<file path="src/rtl/lfsr_err_injector.sv">
// Valid-strobe and corruption-flag generator for the LFSR generator/checker pair.
// Define ERR_INJ_BURST_CNT_EN to build the saturating completed-burst counter; otherwise o_burst_cnt reads 0.
module lfsr_err_injector #(
    parameter int PERIOD_W = 16,
    parameter int BURST_W  = 8
) (
    input  logic                i_clk,
    input  logic                i_rst,
    input  logic                i_enable,
    input  logic [7:0]          i_valid_div,
    input  logic [1:0]          i_mode,
    input  logic                i_trigger,
    input  logic [PERIOD_W-1:0] i_period,
    input  logic [BURST_W-1:0]  i_burst_len,
    output logic                o_valid,
    output logic                o_corrupt,
    output logic                o_busy,
    output logic [15:0]         o_burst_cnt
);

    typedef enum logic [1:0] {S_IDLE, S_BURST, S_GAP} state_t;

    localparam logic [1:0] M_OFF      = 2'b00;
    localparam logic [1:0] M_SINGLE   = 2'b01;
    localparam logic [1:0] M_PERIODIC = 2'b10;
    localparam logic [1:0] M_CONT     = 2'b11;
    localparam int CMP_W = ((PERIOD_W > BURST_W) ? PERIOD_W : BURST_W) + 1;

    state_t               state_q, state_d;
    logic [7:0]           dcnt_q, dcnt_d;
    logic                 trig_q, trig_prev_q;
    logic [BURST_W-1:0]   rem_q, rem_d;
    logic [PERIOD_W-1:0]  pcnt_q, pcnt_d;
    logic                 per_run_q, per_run_d;
    logic                 valid_q, corrupt_q, corrupt_d, busy_q;

    logic                 tick, trig_rise, abort, reload_ok, long_period, gap_done;
    logic [1:0]           run_mode;
    logic [CMP_W-1:0]     period_ext, blen_ext, pnext_ext;

    // A stale divider count above a freshly lowered i_valid_div still ticks instead of wrapping.
    assign tick      = i_enable && (dcnt_q >= i_valid_div);
    assign dcnt_d    = !i_enable ? 8'd0 : (tick ? 8'd0 : dcnt_q + 8'd1);
    assign trig_rise = trig_q && !trig_prev_q;

    // A busy FSM is aborted when disabled or when the mode no longer matches the one that started it.
    assign run_mode  = per_run_q ? M_PERIODIC : M_SINGLE;
    assign abort     = (state_q != S_IDLE) && (!i_enable || (i_mode != run_mode));
    assign reload_ok = (i_burst_len != '0);

    assign period_ext  = CMP_W'(i_period);
    assign blen_ext    = CMP_W'(i_burst_len);
    assign pnext_ext   = CMP_W'(pcnt_q) + CMP_W'(1);
    assign long_period = (period_ext > blen_ext);
    assign gap_done    = (pnext_ext >= period_ext);

    always_comb begin
        state_d   = state_q;
        rem_d     = rem_q;
        pcnt_d    = pcnt_q;
        per_run_d = per_run_q;
        corrupt_d = 1'b0;
        if (i_mode == M_CONT) begin
            state_d   = S_IDLE;
            corrupt_d = tick;
        end else if (abort) begin
            state_d = S_IDLE;
        end else begin
            case (state_q)
                S_IDLE: begin
                    if (reload_ok && i_enable &&
                        (((i_mode == M_SINGLE) && trig_rise) || (i_mode == M_PERIODIC))) begin
                        state_d   = S_BURST;
                        rem_d     = i_burst_len;
                        pcnt_d    = '0;
                        per_run_d = (i_mode == M_PERIODIC);
                    end
                end
                S_BURST: begin
                    if (tick) begin
                        corrupt_d = 1'b1;
                        rem_d     = rem_q - BURST_W'(1);
                        pcnt_d    = pcnt_q + PERIOD_W'(1);
                        if (rem_q <= BURST_W'(1)) begin
                            if (!per_run_q) begin
                                state_d = S_IDLE;
                            end else if (long_period) begin
                                state_d = S_GAP;
                            end else if (reload_ok) begin
                                rem_d  = i_burst_len;
                                pcnt_d = '0;
                            end else begin
                                state_d = S_IDLE;
                            end
                        end
                    end
                end
                S_GAP: begin
                    if (tick) begin
                        pcnt_d = pcnt_q + PERIOD_W'(1);
                        if (gap_done) begin
                            if (reload_ok) begin
                                state_d = S_BURST;
                                rem_d   = i_burst_len;
                                pcnt_d  = '0;
                            end else begin
                                state_d = S_IDLE;
                            end
                        end
                    end
                end
                default: state_d = S_IDLE;
            endcase
        end
    end

    always_ff @(posedge i_clk or posedge i_rst) begin
        if (i_rst) begin
            state_q     <= S_IDLE;
            dcnt_q      <= '0;
            trig_q      <= 1'b0;
            trig_prev_q <= 1'b0;
            rem_q       <= '0;
            pcnt_q      <= '0;
            per_run_q   <= 1'b0;
            valid_q     <= 1'b0;
            corrupt_q   <= 1'b0;
            busy_q      <= 1'b0;
        end else begin
            state_q     <= state_d;
            dcnt_q      <= dcnt_d;
            trig_q      <= i_trigger;
            trig_prev_q <= trig_q;
            rem_q       <= rem_d;
            pcnt_q      <= pcnt_d;
            per_run_q   <= per_run_d;
            valid_q     <= tick;
            corrupt_q   <= corrupt_d;
            busy_q      <= (state_d != S_IDLE);
        end
    end

    assign o_valid   = valid_q;
    assign o_corrupt = corrupt_q;
    assign o_busy    = busy_q;

`ifdef ERR_INJ_BURST_CNT_EN
    logic [15:0] cnt_q, cnt_d;
    logic        done;

    // Mirrors the completion branch of the BURST state above.
    assign done  = tick && (state_q == S_BURST) && (i_mode != M_CONT) && !abort &&
                   (rem_q <= BURST_W'(1));
    assign cnt_d = (done && (cnt_q != 16'hFFFF)) ? cnt_q + 16'd1 : cnt_q;

    always_ff @(posedge i_clk or posedge i_rst) begin
        if (i_rst) begin
            cnt_q <= '0;
        end else begin
            cnt_q <= cnt_d;
        end
    end

    assign o_burst_cnt = cnt_q;
`else
    assign o_burst_cnt = 16'd0;
`endif

endmodule

</file>
<file path="config.mk">
export PLATFORM = sky130hd
export DESIGN_NAME = lfsr_err_injector
export DESIGN_NICKNAME = d
export VERILOG_FILES = /design/src/rtl/lfsr_err_injector.sv
export SDC_FILE = /design/constraint.sdc
export NUM_CORES = 1
export LEC_CHECK = 0
export BUFFER_PORTS_ARGS = -buffer_cell sky130_fd_sc_hd__buf_2
export CELL_PAD_IN_SITES_DETAIL_PLACEMENT = 1
export CELL_PAD_IN_SITES_GLOBAL_PLACEMENT = 1
export CORE_MARGIN = 5
export CORE_UTILIZATION = 44
export DETAILED_ROUTE_END_ITERATION = 16
export GPL_TIMING_DRIVEN = 0
export PLACE_DENSITY = 0.94
export SLEW_MARGIN = 20
export SYNTH_ARGS = -nofsm -noshare
export SYNTH_HDL_FRONTEND = slang
export SYNTH_SLANG_ARGS = --single-unit
</file>
<file path="constraint.sdc">
create_clock -name i_clk -period 9.63 [get_ports i_clk]
set_input_delay 0.4815 -clock i_clk [delete_from_list [all_inputs] [get_ports i_clk]]
set_output_delay 0.4815 -clock i_clk [all_outputs]
set_load 0.02 [all_outputs]
</file>
Yosys cells after proc, flatten, opt, wreduce, memory -nomap -nowiden
Index checks and enable logic that the tools add are counted.
- add/sub/neg operators: 4
- multipliers: 0
- div/mod/pow operators: 0
- magnitude comparators: 4
- equal/unequal tests: 11
- shift operators: 0
- muxes and demuxes: 38
- bitwise gates (word level): 2
- reduce and logical (&&, ||, !) cells: 18
- operator list (kind ; number):
    $mux 16 ; 8
    $mux 8 ; 11
    $pmux 16 s3 ; 1
    $pmux 8 s3 ; 1
    $mux 2 ; 11
    $add 16x1->17 const B ; 1
    $ge 17x16->1 ; 1
    $add 16x1->16 const B ; 1
    $gt 16x8->1 ; 1
    $ne 2x2->1 const B ; 5
    $add 8x1->8 const B ; 1
    $ge 8x8->1 ; 1
    $le 8x1->1 const B ; 1
    $reduce_and 8->1 ; 1
    $reduce_bool 8->1 ; 1
    $sub 8x1->8 const B ; 1
    $eq 2x2->1 const B ; 3
    $logic_and 1x1->1 ; 6
    $pmux 2 s3 ; 1
    $reduce_and 6->1 ; 1
    $mux 1 ; 5
    $eq 2x1->1 const B ; 2
    $reduce_and 4->1 ; 1
    $reduce_bool 2->1 ; 2
    other kinds (6) ; 9
- register bits after elaboration: 40
- latch bits: 0
- memory bits (writable): 0
- bits in read-only memories: 0
- output and inout bits: 19
- logic and storage cells: 87
- memories: 0

Longest topological paths before layout
Gate-level depths: netlist of the first run.
- word-level depth: 10
- depth in mapped cells: 15

Worst setup path after synthesis of the first run
Ideal clock, no wire load.
- path kind: register to register
- from: reg pcnt_q[0]
- to: reg rem_q[7]
- data arrival time: 3.198 ns
- required time: 9.509 ns
- path slack: 6.311 ns
- stages on the path, launching flop included: 15
- period minus slack after synthesis: 3.319 ns
- path through: dfrtp_1 -> ha_1 -> nand3_1 -> nor2b_1 -> nand3_1 -> nor2_1 -> xor2_1 -> ha_1 -> nand3_1 -> or2_2 -> a311o_1 -> o211ai_1 -> o21ai_1 -> a211o_1 -> a22o_1
- word-level cells in the longest chain between the ends: 4
- ends and longest elaborated chain (element ; line ; source):
    start: declaration ; 33 ; logic [PERIOD_W-1:0] pcnt_q, pcnt_d;
    start signal: assignment ; 135 ; pcnt_q <= pcnt_d;
    $add 16x1->17 ; 53 ; assign pnext_ext = CMP_W'(pcnt_q) + CMP_W'(1);
    $ge 17x16->1 ; 55 ; assign gap_done = (pnext_ext >= period_ext);
    $ne 2x2->1 (no line) ; n/a ;
    $reduce_and 8->1 (no line) ; n/a ;
    end signal: assignment ; 134 ; rem_q <= rem_d;
    end: declaration ; 32 ; logic [BURST_W-1:0] rem_q, rem_d;
No other way between the ends.
A chain may end at the register's enable or synchronous reset.

Worst setup path in the final report of the first run
- from: reg pcnt_q[0]
- to: reg rem_q[0]
The elaborated chain is that of the path after synthesis.

==> results of run 1 <==
area by class of cell:
| class | instances | area [sq um] | share of cell area |
|---|---|---|---|
| inverters | 50 | 188 | 0.0477 |
| multi-input cells | 310 | 2140 | 0.544 |
| clock inverters | 2 | 10.0 | 0.00254 |
| flip-flops and latches | 40 | 1000 | 0.254 |
| clock buffers | 6 | 82.6 | 0.0210 |
| plain buffers | 23 | 160 | 0.0407 |
| repair buffers | 41 | 228 | 0.0578 |
| well taps | 102 | 128 | 0.0324 |
power groups by stage:
stage / Clock, mW / Sequential [mW] / Combinational [mW]
after floorplan: 0 / 0.210 / 0.131
after global placement: 0 / 0.214 / 0.169
after detailed placement: 0 / 0.217 / 0.181
after CTS: 0.122 / 0.214 / 0.182
after global routing: 0.129 / 0.218 / 0.205
final: 0.120 / 0.214 / 0.184
registers in the layout, summed over array words and instances (netlist names):
name and count:
o_busy 1, trig_prev_q 1, dcnt_q 8, trig_q 1, o_valid 1, rem_q 8, per_run_q 1, state_q 2
pcnt_q 16, o_corrupt 1
cell families after synthesis:
| logic type | count (synthesis) |
|---|---|
| flops | 40 |
| compound gates | 99 |
| buf+inv | 73 |
| fa+ha+maj | 40 |
| mux | 3 |
| other cells | 1 |
| simple gates | 133 |
| xor+xnor | 19 |
critical path, cell delays in order (launching register included):
cell and delay, ns:
dfrtp_1 0.48, ha_1 0.28, nand3_1 0.22, nor2b_1 0.33
nand3_1 0.22, nor2_1 0.22, xor2_1 0.13, ha_1 0.32
nand3_1 0.12, or2_2 0.32, a311o_1 0.35, o211ai_1 0.14
o21ai_1 0.27, a21oi_1 0.51, mux2i_1 0.25
synth_stat cells, types with 5 or more instances:
master | instances | share of area
a211oi_1 | 7 | 0.015
nand2b_1 | 7 | 0.013
ha_1 | 40 | 0.15
a21o_1 | 7 | 0.015
nand3_1 | 20 | 0.029
dfrtp_1 | 40 | 0.29
xor2_1 | 8 | 0.020
inv_1 | 50 | 0.055
xnor2_1 | 11 | 0.028
nor2_1 | 25 | 0.027
nor4_1 | 7 | 0.013
o21ai_0 | 16 | 0.023
a21oi_1 | 18 | 0.026
buf_4 | 17 | 0.037
o31ai_1 | 5 | 0.011
nand2_1 | 41 | 0.045
nor3_1 | 5 | 0.0073
and3_1 | 5 | 0.0091
how the worst min path moves through the flow:
stage / slack (ns) / cells after the start / endpoint
CTS: 0.20 / 2 / dcnt_q[7]$_DFF_PP0_
global route: 0.23 / 2 / dcnt_q[5]$_DFF_PP0_
global placement: 0.37 / 0 / trig_prev_q$_DFF_PP0_
finish: 0.18 / 2 / dcnt_q[7]$_DFF_PP0_
floorplan: 0.35 / 0 / trig_prev_q$_DFF_PP0_
detailed placement: 0.36 / 0 / trig_prev_q$_DFF_PP0_
per-stage QoR:
stage / cells / setup WS, ns / total power, mW / cell area (sq um) / hold WS (ns)
finish: 574 / 5.41 / 0.519 / 3940 / 0.184
global route: 574 / 5.08 / 0.552 / 3940 / 0.227
CTS: 574 / 5.47 / 0.518 / 3940 / 0.202
detailed placement: 566 / 5.57 / 0.398 / 3840 / 0.364
global placement: 565 / 5.70 / 0.383 / 3820 / 0.366
floorplan: 423 / 6.31 / 0.341 / 3490 / 0.347
routing by layer:
metal / GRT usage / part of all wire
met4: 0.0809 / 0.025
met5: 0 / 0
met1: 0.248 / 0.41
met2: 0.378 / 0.53
met3: 0.0300 / 0.042
==> key figures, run 1 <==
Global routing
  • Vias in the first global route: 3513
  • First-pass GRT wire length: 16800 microns
  • GRT Overall Usage: 0.209
  • Largest net degree at the start of global routing: 23
  • GRT overflow: 0
  • Antenna violations before repair: 0

Setup path
  • Crit path from: pcnt_q[0]$_DFFE_PP0P_
  • Setup crit end: rem_q[0]$_DFFE_PP0P_
  • WP data required: 9.86 ns
  • Reg2reg setup slack: 5.41 ns
  • CP Capture Type: flop
  • Worst-path maximum fanout: 8
  • Setup crit start kind: flop
  • Critical Path AT: 4.45 ns
  • R2R depth: 14
  • Worst r2r src: pcnt_q[0]$_DFFE_PP0P_
  • Setup CP Type: reg2reg
  • R2R Path End: rem_q[0]$_DFFE_PP0P_

Finish
  • Layout area overhead: 14.7%
  • Final core occ: 0.515
  • Commonest non-fill, non-tap cells in the layout: inv_1, buf_2, nand2_1
  • Share of cells above drive strength 1: 0.174
  • Fin nets: 549
  • # diodes: 0
  • Commonest non-fill, non-tap cell in the layout: inv_1
  • Fillers: 961

Die
  • Starting Density: 0.449
  • Die Span X: 98.3 microns
  • Rows: 32
  • I/O pin count: 57
  • Die area: 9670 sq um
  • Vert. Die Dim: 98.3 microns
  • Core Area: 7650 sq um

Routing
  • Detailed Routing Iterations Pass 1: 4
  • Routed length per instance: 17.3 microns
  • Final wirelength: 9930 microns
  • Via count: 3253
  • Starting DRC count in detailed routing: 125
  • Vias/cell: 5.67
  • DRC errors left: 0
  • Remaining antenna violation count after routing: 0

Synth
  • Seq cells post-synth: 40
  • Synth Cell Area: 3430 sq um
  • Post-synthesis compound-gate area fraction: 0.211
  • Ys async rst share: 1.00
  • Post-Synth XOR/XNOR Area: 0.0485
  • Largest family of logic cells by synthesized area: compound AO/OA/AOI/OAI gates
  • Synth cell types: 67
  • Post-synth top flop: dfrtp_1
  • Synth Instances: 408
  • Adder-cell share of the synthesized area: 0.146
  • Syn Area/Cell: 8.41 sq um
  • Post-synth EDFFs: 0
  • Post-synthesis mux area share: 0.00911
  • Synth Area in Simple Gates: 0.192
  • Seq/Total Area, Yosys: 0.292
  • Synth warn: 0

Power
  • Switching portion of total power: 0.384
  • Peak supply drop: 42.8 uV
  • Combinational power share: 0.355
  • Internal power: 0.320 mW
  • Static leakage: 2.01 nW
  • Psw: 0.199 mW
  • Pwr Density: 132 nW/um^2
  • Clk pwr share: 0.232
  • Power share of the sequential group: 0.413

Place
  • Port Buffers: 40
  • Routability cong.: 0.866
  • HPWL after DPL: 8070 microns

STA
  • Max-slew violation count: 0
  • Min cycle time layout: 4.22 ns
  • Relative slew slack: 0.551
  • Hold Fails Final Rpt: 0
  • Period utilization: 0.438
  • Final Setup Violations: 0
  • RSZ-0062 raised after global routing: no
  • Fmax: 237 MHz
  • Tightest Pin Transition: 0.668 ns
  • Final TNS setup: 0 ns
  • Clock Skew: 0.0146 ns

Job
  • Max_cap viols: 0

Hold path
  • Hold WC Path Type: in2async

Clock tree
  • Root buffer cell: clkbuf_8
  • Later-pin clock latency in the skew report: 0.31 ns
  • Post-cts resize count: 0
  • Post-CTS Hold Fix Bufs: 0
  • TritonCTS Buffers: 5
  • CTS H-tree depth: 2
  • CTS tree: built
  • CTS max path bufs: 2
  • Sink Count: 40
  • Setup Fix Bufs, Post-CTS: 0
  • Clock slew at reported path FFs: 0.08 ns

Outcome
  • Outcome: completed
No activity file was read; power rests on OpenSTA's default activity.
==> inputs of run 2 (changes only) <==
--- a/config.mk
+++ b/config.mk
@@ -9,10 +9,10 @@
 export CELL_PAD_IN_SITES_DETAIL_PLACEMENT = 1
 export CELL_PAD_IN_SITES_GLOBAL_PLACEMENT = 1
 export CORE_MARGIN = 5
-export CORE_UTILIZATION = 44
+export CORE_UTILIZATION = 43
 export DETAILED_ROUTE_END_ITERATION = 16
 export GPL_TIMING_DRIVEN = 0
-export PLACE_DENSITY = 0.94
+export PLACE_DENSITY = 0.92
 export SLEW_MARGIN = 20
 export SYNTH_ARGS = -nofsm -noshare
 export SYNTH_HDL_FRONTEND = slang
==> constraint.sdc (replaced) <==
create_clock -name i_clk -period 4 [get_ports i_clk]
set_input_delay 0.2 -clock i_clk [delete_from_list [all_inputs] [get_ports i_clk]]
set_output_delay 0.2 -clock i_clk [all_outputs]
set_load 0.02 [all_outputs]
==> key figures, run 2 (same netlist as run 1, synthesis figures left out) <==
Outcome
  • Outcome: completed

Clock tree
  • Root buffer cell: clkbuf_8
  • CTS H-tree depth: 2 (unchanged)
  • Clock slew at reported path FFs: 0.09 ns (about the same)
  • CTS tree: built
  • CTS max path bufs: 2 (unchanged)
  • TritonCTS Buffers: 5 (unchanged)
  • Later-pin clock latency in the skew report: 0.31 ns (about the same)
  • Sink Count: 40 (unchanged)

Setup path
  • CP max stage delay: 0.45 ns (-0.06 ns)
  • Critical Path AT: 3.99 ns (-0.46 ns)
  • R2R depth: 14 (unchanged)
  • Setup crit start kind: flop
  • Reg2reg setup slack: 0.18 ns (-5.23 ns)
  • Worst-path maximum fanout: 10 (+2)
  • Setup crit end: pcnt_q[9]$_DFFE_PP0P_
  • Worst r2r src: pcnt_q[0]$_DFFE_PP0P_
  • CP cell instances: and4_1 -> and3_1 -> and3_1 -> nand3_1 -> xnor2_1 -> ha_1 -> nand3_1 -> or2_2 -> a311o_1 -> o211a_1 -> a2bb2oi_4 -> nand2b_2 -> buf_4 -> o21ai_0
  • CP Capture Type: flop
  • Crit path from: pcnt_q[0]$_DFFE_PP0P_
  • Setup CP Type: reg2reg
  • WP data required: 4.17 ns (-5.69 ns)
  • Critical path's slowest cell: dfrtp_2
  • R2R Path End: pcnt_q[9]$_DFFE_PP0P_

Place
  • # placed instances: 566 (unchanged)
  • HPWL after DPL: 8020 microns (-0.69%)
  • Pre-CTS WS: -0.126 ns (-5.69 ns)
  • Routability cong.: 0.848 (-2.1%)
  • Port Buffers: 40 (unchanged)

Routing
  • Remaining antenna violation count after routing: 0 (unchanged)
  • Vias/cell: 5.61 (-1.1%)
  • Routed length per instance: 17.5 microns (+1.2%)
  • DRC errors left: 0 (unchanged)
  • Starting DRC count in detailed routing: 119 (-4.8%)
  • Via count: 3229 (-0.74%)
  • Final wirelength: 10100 microns (+1.6%)
  • Detailed Routing Iterations Pass 1: 4 (unchanged)

Global routing
  • Largest net degree at the start of global routing: 26 (+13%)
  • Antenna violations before repair: 0 (unchanged)
  • GRT overflow: 0 (unchanged)
  • GRT Overall Usage: 0.210 (+0.00150)
  • Vias in the first global route: 3546 (+0.94%)
  • First-pass GRT wire length: 16900 microns (+1.0%)

STA
  • Relative slew slack: 0.436 (-0.114)
  • Slack of the critical path: 0.181 ns (-5.23 ns)
  • Tightest Pin Transition: 0.838 ns (+0.170 ns)
  • Hold Fails Final Rpt: 0 (unchanged)
  • Period utilization: 0.955 (+0.517)
  • Min cycle time layout: 3.82 ns (-0.402 ns)
  • Final Setup Violations: 0 (unchanged)
  • Final TNS setup: 0 ns (unchanged)
  • Clock Skew: 0.0129 ns (-0.00168 ns)
  • Max-slew violation count: 0 (unchanged)
  • Fmax: 262 MHz (+11%)

Power
  • Total power: 1.33 mW (+160%)
  • Peak supply drop: 145 uV (+240%)
  • Static leakage: 2.02 nW (+0.55%)
  • Pwr Density: 331 nW/um^2 (+150%)

Finish
  • Multi-input gate area: 2180 sq um (+1.7%)
  • Biggest register: pcnt_q
  • Seq. cell area: 1000 sq um (+0.37%)
  • Fin cells: 576 (+0.35%)
  • # diodes: 0 (unchanged)
  • Fillers: 960 (-0.10%)
  • Layout area overhead: 17.1%
  • Fin nets: 551 (+0.36%)
  • Commonest non-fill, non-tap cells in the layout: inv_1, buf_2, nand2_1
  • Max reg flops: 16 (unchanged)
  • Share of cells above drive strength 1: 0.192 (+0.0183)
  • Commonest non-fill, non-tap cell in the layout: inv_1
  • Largest registers: pcnt_q (16), dcnt_q (8), rem_q (8)

Die
  • Die area: 9870 sq um (+2.1%)
  • Vert. Die Dim: 99.4 microns (+1.0%)
  • Core Area: 7770 sq um (+1.6%)
  • Starting Density: 0.442 (-0.00694)
  • Die Span X: 99.4 microns (+1.0%)
  • Rows: 32 (unchanged)
  • I/O pin count: 57 (unchanged)

Job
  • Max_cap viols: 0 (unchanged)

Hold path
  • Hold WC Path Type: in2reg
-- run 2: cell count changes in the layout (fill, tap and decap cells not counted), moves of 2 or more --
cell / delta
dfrtp_1: -3
dfrtp_2: +3
clkinv_2: -2
dlygate4sd3_1: +2
-- run 2: worst min path at each step --
stage | from | depth (start not counted) | slack, ns | to
floorplan | i_trigger | 0 | 0.23 | trig_q$_DFF_PP0_
global placement | i_trigger | 1 | 0.31 | trig_q$_DFF_PP0_
detailed placement | i_rst | 2 | 0.21 | dcnt_q[0]$_DFF_PP0_
CTS | i_mode[1] | 2 | 0.19 | per_run_q$_DFFE_PP0P_
global route | i_mode[1] | 2 | 0.22 | per_run_q$_DFFE_PP0P_
finish | i_mode[1] | 2 | 0.20 | per_run_q$_DFFE_PP0P_
-- run 2: routing by layer --
layer	up-vias	GRT usage	routed length, microns
met5	-	0	0
met1	1597	0.248	4160
met4	0	0.0735	199
li1	1548	-	-
met3	15	0.0245	370
met2	69	0.390	5360
-- run 2: repair_timing --
action,4_1_cts,5_1_grt
pin swaps,0,1
setup endpoints to repair,15,21
gates cloned,0,0
setup buffers,0,0
hold buffers,2,0
endpoints found under the hold margin,16,0
gates resized for setup,4,7
-- run 2: final cells by class --
class | instances | area share
sequential | 40 | 0.250
clock inverter | 2 | 0.00965
multi-input combinational | 310 | 0.542
buffer | 23 | 0.0399
inverter | 50 | 0.0467
tap | 102 | 0.0318
timing repair buffer | 43 | 0.0598
clock buffer | 6 | 0.0205
-- run 2: report_power, final --
part | internal, mW | switching (mW) | leakage, nW
Sequential | 0.458 | 0.0557 | 0.528
Clock | 0.204 | 0.166 | 0.0614
Combinational | 0.179 | 0.269 | 1.44
-- run 2: worst max-delay path: cells and delay by family (launching register included) --
| family | cells | cell delay (ns) |
|---|---|---|
| simple gates | 7 | 1.60 |
| compound gates | 4 | 0.95 |
| flops | 1 | 0.45 |
| fa+ha+maj | 1 | 0.32 |
| xor+xnor | 1 | 0.18 |
| buf+inv | 1 | 0.18 |
-- run 2: per-stage QoR --
step / utilization / hold WS, ns / cell area [sq um]
final: 0.517 / 0.196 / 4020
after global routing: 0.517 / 0.215 / 4020
after CTS: 0.515 / 0.193 / 4000
after detailed placement: 0.494 / 0.205 / 3840
after global placement: 0.491 / 0.314 / 3820
after floorplan: - / 0.231 / 3490
==> inputs of run 3 (changes only) <==
--- a/config.mk
+++ b/config.mk
@@ -12,7 +12,7 @@
 export CORE_UTILIZATION = 43
 export DETAILED_ROUTE_END_ITERATION = 16
 export GPL_TIMING_DRIVEN = 0
-export PLACE_DENSITY = 0.92
+export PLACE_DENSITY = 0.83
 export SLEW_MARGIN = 20
 export SYNTH_ARGS = -nofsm -noshare
 export SYNTH_HDL_FRONTEND = slang
==> key figures, run 3 (same netlist as run 1, synthesis figures left out) <==
Finish
  • Design Area, Final: 3980 sq um (-1.0%)
  • Max reg flops: 16 (unchanged)
  • Fin nets: 551 (unchanged)
  • Commonest non-fill, non-tap cell in the layout: inv_1
  • Biggest register: pcnt_q
  • Fillers: 996 (+3.8%)
  • Largest registers: pcnt_q (16), dcnt_q (8), rem_q (8)
  • Commonest non-fill, non-tap cells in the layout: inv_1, buf_2, nand2_1
  • Share of cells above drive strength 1: 0.186 (-0.00633)
  • # diodes: 0 (unchanged)
  • Layout area overhead: 15.9%

Global routing
  • Vias in the first global route: 3316 (-6.5%)
  • GRT Overall Usage: 0.192 (-0.0181)
  • Antenna violations before repair: 0 (unchanged)
  • First-pass GRT wire length: 15600 microns (-8.0%)
  • Largest net degree at the start of global routing: 26 (unchanged)
  • GRT overflow: 0 (unchanged)

Power
  • Pwr Density: 312 nW/um^2 (-5.8%)
  • Peak supply drop: 161 uV (+10%)
  • Total power: 1.24 mW (-6.8%)
  • Static leakage: 2.01 nW (-0.52%)

STA
  • Clock Skew: 0.00681 ns (-0.00610 ns)
  • Fmax: 270 MHz (+3.1%)
  • Tightest Pin Transition: 0.788 ns (-0.0506 ns)
  • Max-slew violation count: 0 (unchanged)
  • Min cycle time layout: 3.70 ns (-0.115 ns)
  • Relative slew slack: 0.470 (+0.0340)
  • Period utilization: 0.926 (-0.0289)
  • Final Setup Violations: 0 (unchanged)
  • Hold Fails Final Rpt: 0 (unchanged)

Setup path
  • Crit path from: pcnt_q[0]$_DFFE_PP0P_
  • Worst-path maximum fanout: 10 (unchanged)
  • Setup CP Type: reg2reg
  • R2R Path End: pcnt_q[3]$_DFFE_PP0P_
  • CP delay by family, top: simple AND/OR/NAND/NOR gates
  • Worst r2r src: pcnt_q[0]$_DFFE_PP0P_
  • R2R depth: 15 (+1)
  • Setup crit start kind: flop
  • CP Capture Type: flop
  • WP data required: 4.17 ns (about the same)
  • CP bufs+invs: 1 (unchanged)
  • CP max stage delay: 0.43 ns (-0.02 ns)
  • CP cell instances: ha_2 -> nand3_2 -> nor2b_2 -> nand3_1 -> nor2_1 -> xor2_1 -> ha_1 -> nand3_1 -> or2_2 -> a311o_1 -> o211a_1 -> a2bb2oi_4 -> nand2b_2 -> buf_4 -> o21ai_0
  • Worst path most repeated cell: nand3_1
  • Reg2reg setup slack: 0.30 ns (+0.12 ns)
  • Critical path's slowest cell: dfrtp_2
  • Critical Path AT: 3.87 ns (-0.12 ns)

Routing
  • Detailed Routing Iterations Pass 1: 4 (unchanged)
  • Vias/cell: 5.51 (-1.8%)
  • DRC errors left: 0 (unchanged)
  • Via count: 3171 (-1.8%)
  • Remaining antenna violation count after routing: 0 (unchanged)
  • Starting DRC count in detailed routing: 59 (-50%)
  • Final wirelength: 9360 microns (-7.2%)
  • Routed length per instance: 16.2 microns (-7.2%)

Die
  • Die area: 9870 sq um (unchanged)
  • Vert. Die Dim: 99.4 microns (unchanged)
  • Die Span X: 99.4 microns (unchanged)
  • Rows: 32 (unchanged)
  • Core Area: 7770 sq um (unchanged)
  • I/O pin count: 57 (unchanged)
  • Starting Density: 0.442 (unchanged)

Clock tree
  • CTS max path bufs: 2 (unchanged)
  • CTS tree: built
  • Root buffer cell: clkbuf_8
  • CTS H-tree depth: 2 (unchanged)
  • Sink Count: 40 (unchanged)
  • TritonCTS Buffers: 5 (unchanged)
  • Later-pin clock latency in the skew report: 0.29 ns (-0.02 ns)
  • Clock slew at reported path FFs: 0.08 ns (about the same)

Job
  • Max_cap viols: 0 (unchanged)

Hold path
  • Hold WC Path Type: in2reg
  • WHS Endpoint: trig_q$_DFF_PP0_
  • Hold path startpoint: i_trigger
  • Hold depth: 1 (-1)

Place
  • Placement Cell Area: 3840 sq um (unchanged)
  • Routability cong.: 0.870 (+2.6%)
  • Port Buffers: 40 (unchanged)
  • HPWL after DPL: 7660 microns (-4.4%)

Outcome
  • Outcome: completed
## run 3: how the worst max path moves through the flow
stage / cells past startpoint / slack, ns / endpoint
5_1_grt: 15 / -0.008 / pcnt_q[9]$_DFFE_PP0P_
2_1_floorplan: 14 / 0.68 / rem_q[7]$_DFFE_PP0P_
3_3_place_gp: 14 / -0.01 / rem_q[0]$_DFFE_PP0P_
3_5_place_dp: 14 / -0.18 / rem_q[1]$_DFFE_PP0P_
6_report: 15 / 0.30 / pcnt_q[3]$_DFFE_PP0P_
4_1_cts: 14 / 0.005 / rem_q[7]$_DFFE_PP0P_
## run 3: final cells by class
cell class | instances | area (sq um) | area share
Buffer | 23 | 160 | 0.0403
Clock buffer | 8 | 90.1 | 0.0226
Inverter | 50 | 188 | 0.0472
Multi-Input combinational cell | 310 | 2170 | 0.546
Sequential cell | 40 | 1000 | 0.252
Tap cell | 102 | 128 | 0.0321
Timing Repair Buffer | 43 | 238 | 0.0598
## run 3: per-layer routing
| metal | wire (microns) | share of wire | track usage |
|---|---|---|---|
| met5 | 0 | 0 | 0 |
| met4 | 172 | 0.018 | 0.0483 |
| met3 | 370 | 0.040 | 0.0309 |
| met2 | 4870 | 0.52 | 0.354 |
| met1 | 3940 | 0.42 | 0.232 |
## run 3: what timing repair did
action | 4_1_cts | 5_1_grt
hold endpoints to repair | 15 | 0
hold buffers | 1 | 0
pin swaps | 0 | 0
endpoints found under the setup margin | 14 | 25
setup buffers | 0 | 1
resized for setup | 3 | 5
## run 3: per-stage QoR
step,instances,TNS (ns),utilization,setup slack (ns),hold slack [ns]
6_report,576,0,0.512,0.296,0.0129
3_3_place_gp,565,-0.0213,0.491,-0.0116,0.311
2_1_floorplan,423,0,-,0.681,0.231
4_1_cts,575,0,0.509,0.00459,0.0108
3_5_place_dp,566,-1.48,0.494,-0.180,0.200
5_1_grt,576,-0.0124,0.512,-0.00834,0.0112
## run 3: report_power, final
part	switching [mW]	internal, mW
Sequential	0.0570	0.458
Combinational	0.267	0.177
Clock	0.141	0.141
Total	0.465	0.776
